### config.mk
export PLATFORM = sky130hd
export DESIGN_NAME = difftest_commit_queue
export DESIGN_NICKNAME = d
export VERILOG_FILES = /design/src/rtl/difftest_pkg.sv /design/src/rtl/difftest_sync_fifo.sv /design/src/rtl/difftest_commit_queue.sv
export SDC_FILE = /design/constraint.sdc
export NUM_CORES = 2
export LEC_CHECK = 0
export CAP_MARGIN = 15
export CORE_AREA = 2 2 622 624
export CTS_BUF_LIST = sky130_fd_sc_hd__clkbuf_4 sky130_fd_sc_hd__clkbuf_8 sky130_fd_sc_hd__clkbuf_16
export DETAILED_ROUTE_END_ITERATION = 7
export DIE_AREA = 0 0 624 626
export SYNTH_ARGS = -nofsm -noshare
export SYNTH_HDL_FRONTEND = slang
export SYNTH_SLANG_ARGS = --single-unit
### constraint.sdc
create_clock -name clk -period 16.4 [get_ports clk]
set_clock_uncertainty 0.15 [all_clocks]
set_input_delay 3.28 -clock clk [delete_from_list [all_inputs] [get_ports clk]]
set_output_delay 3.28 -clock clk [all_outputs]
set_load 0.05 [all_outputs]
### src/rtl/difftest_pkg.sv
// Shared types and constants for the difftest commit path.
// Record layout, CSR slot indices and shadow-state reset values.
package difftest_pkg;

  localparam int NUM_CSR    = 5;
  localparam int CSR_CRMD   = 0;
  localparam int CSR_PRMD   = 1;
  localparam int CSR_ESTAT  = 2;
  localparam int CSR_ERA    = 3;
  localparam int CSR_EENTRY = 4;

  localparam logic [31:0] CRMD_RESET = 32'h8;

  typedef logic [NUM_CSR-1:0][31:0] csr_vec_t;

  typedef struct packed {
    logic [31:0] pc;
    logic [31:0] inst;
    logic        rf_we;
    logic [4:0]  waddr;
    logic [31:0] wdata;
    logic        excp;
    logic [5:0]  ecode;
    csr_vec_t    csr;
  } commit_rec_t;

  function automatic csr_vec_t csr_reset();
    csr_vec_t v;
    v = '0;
    v[CSR_CRMD] = CRMD_RESET;
    return v;
  endfunction

endpackage

### src/rtl/difftest_sync_fifo.sv
// Generic registered FIFO with occupancy counter.
// Head is read combinationally; no write-to-read bypass.
module difftest_sync_fifo #(
  parameter int WIDTH = 8,
  parameter int DEPTH = 4
) (
  input  logic             clk,
  input  logic             resetn,
  input  logic             i_push,
  input  logic [WIDTH-1:0] i_wdata,
  input  logic             i_pop,
  output logic [WIDTH-1:0] o_rdata,
  output logic             o_full,
  output logic             o_empty
);

  localparam int AW = $clog2(DEPTH);
  localparam logic [AW:0] FULL_CNT = (AW+1)'(DEPTH);

  logic [WIDTH-1:0] r_mem [DEPTH];
  logic [AW-1:0]    r_wptr;
  logic [AW-1:0]    r_rptr;
  logic [AW:0]      r_cnt;

  logic w_push;
  logic w_pop;

  assign o_full  = (r_cnt == FULL_CNT);
  assign o_empty = (r_cnt == '0);
  assign w_push  = i_push & ~o_full;
  assign w_pop   = i_pop & ~o_empty;
  assign o_rdata = r_mem[r_rptr];

  always_ff @(posedge clk) begin
    if (w_push) begin
      r_mem[r_wptr] <= i_wdata;
    end
  end

  always_ff @(posedge clk) begin
    if (!resetn) begin
      r_wptr <= '0;
      r_rptr <= '0;
      r_cnt  <= '0;
    end else begin
      if (w_push) begin
        r_wptr <= r_wptr + AW'(1);
      end
      if (w_pop) begin
        r_rptr <= r_rptr + AW'(1);
      end
      unique case ({w_push, w_pop})
        2'b10:   r_cnt <= r_cnt + (AW+1)'(1);
        2'b01:   r_cnt <= r_cnt - (AW+1)'(1);
        default: r_cnt <= r_cnt;
      endcase
    end
  end

endmodule

### src/rtl/difftest_commit_queue.sv
// Buffers retired-instruction records for the checker and keeps
// shadow GPR/CSR state that only advances as records drain.
module difftest_commit_queue
  import difftest_pkg::*;
#(
  parameter int DEPTH = 4,
  parameter int CNT_W = 64
) (
  input  logic             clk,
  input  logic             resetn,
  input  logic             cmt_valid,
  output logic             cmt_ready,
  input  logic [31:0]      cmt_pc,
  input  logic [31:0]      cmt_inst,
  input  logic             cmt_rf_we,
  input  logic [4:0]       cmt_rf_waddr,
  input  logic [31:0]      cmt_rf_wdata,
  input  logic             cmt_excp,
  input  logic [5:0]       cmt_ecode,
  input  logic [31:0]      cmt_crmd,
  input  logic [31:0]      cmt_prmd,
  input  logic [31:0]      cmt_estat,
  input  logic [31:0]      cmt_era,
  input  logic [31:0]      cmt_eentry,
  output logic             dt_valid,
  input  logic             dt_ready,
  output logic [31:0]      dt_pc,
  output logic [31:0]      dt_inst,
  output logic             dt_excp,
  output logic [5:0]       dt_ecode,
  output logic [1023:0]    gpr_flat,
  output logic [159:0]     csr_flat,
  output logic [CNT_W-1:0] retired_cnt,
  output logic             overflow
);

  commit_rec_t w_in;
  commit_rec_t w_head;
  logic        w_full;
  logic        w_empty;
  logic        w_pop;

  logic [31:0][31:0] r_gpr;
  csr_vec_t          r_csr;
  logic [CNT_W-1:0]  r_cnt;
  logic              r_ovf;

  always_comb begin
    w_in       = '0;
    w_in.pc    = cmt_pc;
    w_in.inst  = cmt_inst;
    // A faulting instruction never commits its GPR write.
    w_in.rf_we = cmt_rf_we & ~cmt_excp;
    w_in.waddr = cmt_rf_waddr;
    w_in.wdata = cmt_rf_wdata;
    w_in.excp  = cmt_excp;
    w_in.ecode = cmt_ecode;
    w_in.csr[CSR_CRMD]   = cmt_crmd;
    w_in.csr[CSR_PRMD]   = cmt_prmd;
    w_in.csr[CSR_ESTAT]  = cmt_estat;
    w_in.csr[CSR_ERA]    = cmt_era;
    w_in.csr[CSR_EENTRY] = cmt_eentry;
  end

  difftest_sync_fifo #(
    .WIDTH ($bits(commit_rec_t)),
    .DEPTH (DEPTH)
  ) u_fifo (
    .clk     (clk),
    .resetn  (resetn),
    .i_push  (cmt_valid),
    .i_wdata (w_in),
    .i_pop   (dt_ready),
    .o_rdata (w_head),
    .o_full  (w_full),
    .o_empty (w_empty)
  );

  assign w_pop     = ~w_empty & dt_ready;
  assign cmt_ready = ~w_full;
  assign dt_valid  = ~w_empty;
  assign dt_pc     = w_head.pc;
  assign dt_inst   = w_head.inst;
  assign dt_excp   = w_head.excp;
  assign dt_ecode  = w_head.ecode;

  always_ff @(posedge clk) begin
    if (!resetn) begin
      r_gpr <= '0;
      r_csr <= csr_reset();
      r_cnt <= '0;
      r_ovf <= 1'b0;
    end else begin
      if (cmt_valid && w_full) begin
        r_ovf <= 1'b1;
      end
      if (w_pop) begin
        if (w_head.rf_we && (w_head.waddr != 5'd0)) begin
          r_gpr[w_head.waddr] <= w_head.wdata;
        end
        r_csr <= w_head.csr;
        r_cnt <= r_cnt + CNT_W'(1);
      end
    end
  end

  assign gpr_flat    = r_gpr;
  assign csr_flat    = r_csr;
  assign retired_cnt = r_cnt;
  assign overflow    = r_ovf;

endmodule
==> out/summary.txt <==
Tot GR Track Use - 14.7%
Number of global-route vias before repair - 54700
Initial Utilization - 22.0%
Mapped Nets - 6308
CTS tree - yes
Fin crit share - 49.5%
Drt first pass iters - 5
Clk network pwr share - 36.8%
Synth top area cells - edfxtp_1 38%, dfxtp_1 30%, mux2i_1 12%
Wire length per cell - 23.6 um
WL final - 302000 um
Pin count of the biggest net entering global routing - 175
Root buffer cell - clkbuf_16
Cell area after synthesis - 84600 um^2
Share of the synthesized area in the top cell type - 38.2%
Max-cap violations - 0
Status - complete, no violations
H-tree levels - 5
CP arrival - 4.69 ns
Warnings from Yosys - 0
Sequential share of power - 41.4%
Post-CTS setup buffers - 0
Met2 Usage GRT - 26.8%
Port bufs - 1594
Cell type with the highest aggregate area in the netlist - edfxtp_1
RSZ-0062 raised after global routing - no
Vias per cell - 4.25
Gr ovfl total - 0
Area of the core - 384000 um^2
Die area - 391000 um^2
Die Y - 626 um
Crit end category - primary output
Least-Margin Pin Slew - 1.19 ns
Final WS setup - 8.28 ns
Fillers - 38300
Most used routing layer - met2
Final min period - 8.12 ns
Setup TNS - 0 ns
Hold WC Path Type - flip-flop to flip-flop
Area grow syn2layout - 35.2%
Clock transition at the registers of the reported paths - 0.06 ns
Top-count cell post-synth - nand2_1
Synth async-reset ratio - 0%
Fin area - 114000 um^2
Lkg Pwr - 0.0392 uW
Antenna-violating nets left - 0
GR Util met1 - 16.2%
VDD IR max - 119 uV
Syn Inst Count - 6028
Final setup fails - 0
Worst-Skew Late Latency - 0.88 ns
Clock sinks - 2334
Sequential fraction of the synthesis area - 68.0%
Gpl congestion - 0.796
Via count - 54300
Logic pwr share - 21.7%
Starting DRC count in detailed routing - 3950
Worst setup SP type - flip-flop
Place WS - 8.50 ns
R2R setup slack - 10.50 ns
Max Freq - 0.123 GHz
First-pass GRT wire length - 416000 um
Synth unique cells - 50
Clock Path Buffers - 4
Internal power - 11100 uW
Met3 global-route usage - 3.65%
Net Sw Power - 5090 uW
Final Hold Vio Count - 0
Register bit total from synthesis - 2334
Final Slew Violations - 0
Power per cell area - 142 nW/um^2
Post-synth EDFFs - 1076
Synth cell count leaders - 1382 x nand2_1, 1258 x dfxtp_1, 1076 x edfxtp_1
CTS Hold Bufs - 0
DP Area - 105000 um^2
Layout cells sized above 1 - 12.1%
Critical path type - flip-flop to primary output
Crit-path max FO - 39
Average cell area after synthesis - 14.0 um^2
Cells resized by post-CTS repair - 0
Sw frac - 31.4%
# DRC - 0
Initial antenna violation count - 48
Nets@finish - 7763
CP Data Required Time - 12.97 ns
Ys flop type - dfxtp_1
Die width - 624 um
Site Rows - 228
DP HPWL - 205000 um
Rel. slew slack - 20.5%
Num CTS Buffers - 262
Num ports - 1595
-- registers in the layout, indices dropped and copies added (netlist names), named ones only --
register and flops:
overflow 1, u_fifo.r_cnt 3, csr_flat 160, u_fifo.r_mem 1076, u_fifo.r_rptr 2, retired_cnt 64, gpr_flat 1024, u_fifo.r_wptr 2
-- placed cells by master, fill, tap and decap left out, types with 13 or more instances in the layout --
cell type	n
o21ai_0	22
mux4_2	269
or3_1	23
buf_4	107
nand4_1	23
clkbuf_8	40
xor2_1	22
clkbuf_4	73
nand3_1	20
nand2_1	1346
nand2_2	42
edfxtp_1	1076
clkinv_2	34
mux2i_1	993
and3_1	13
dfxtp_1	1256
clkbuf_16	265
and2_1	42
diode_2	23
a21oi_1	195
clkdlybuf4s50_1	1591
nor2_1	48
clkinv_1	16
nor2_4	15
-- area by class of cell --
cell class	instances	area [um^2]	share of cell area [%]
sequential	2334	57500	50.3
tap	5060	6330	5.54
inverter	13	61.3	0.0536
antenna	23	57.6	0.0503
clock buffer	378	7730	6.76
timing repair buffer	1707	16900	14.8
multi-input combinational	3165	24600	21.5
clock inverter	97	1210	1.06
-- layer usage --
layer | up-vias | share of wire (%) | routed length (um)
met2 | 1844 | 52 | 157000
met1 | 27600 | 37 | 112000
met3 | 543 | 6.6 | 19900
met5 | - | 0.076 | 230
met4 | 34 | 4.1 | 12500
li1 | 24300 | - | -
-- power by group through the flow --
stage                     Combinational (uW)  Clock (uW)  Sequential [uW]
after floorplan                         1810           0             7320
after global placement                  3610           0             6830
after detailed placement                3620           0             6850
after CTS                               3630        6120             6730
after global routing                    3720        6350             6760
final                                   3530        5980             6730
-- metrics by stage --
step	power, uW	util [%]	cells	hold slack [ns]
6_report	16200	29.8	12800	0.303
5_1_grt	16800	29.8	12800	0.315
4_1_cts	16500	29.7	12800	0.306
3_5_place_dp	10500	27.4	12300	0.293
3_3_place_gp	10400	27.4	12300	0.291
2_1_floorplan	9130	-	6028	0.335
-- worst max-delay path, cell delays in order, from the launching register on --
cell,delay (ns)
dfxtp_4,0.91
buf_4,0.69
buf_4,0.75
mux4_2,0.60
clkdlybuf4s50_1,0.77
-- cell families after synthesis --
logic type      Yosys count  synth area share, %
compound gates          233                 1.43
xor+xnor                 34                0.352
fa+ha+maj                 7                0.112
buf+inv                 529                 3.20
flops                  2334                 68.0
mux                    1262                 18.9
simple gates           1629                 8.03
-- final timing paths --
check | from | to | cells after the start
setup reg to reg | flip-flop | csr_flat[53]$_SDFFE_PN0P_ | 9
hold reg to reg | gpr_flat[524]$_SDFFE_PN0P_ | gpr_flat[524]$_SDFFE_PN0P_ | 2
hold / removal | gpr_flat[524]$_SDFFE_PN0P_ | gpr_flat[524]$_SDFFE_PN0P_ | 2
setup / recovery | flip-flop | dt_inst[11] | 4
Power figures use the tool's default switching activity.
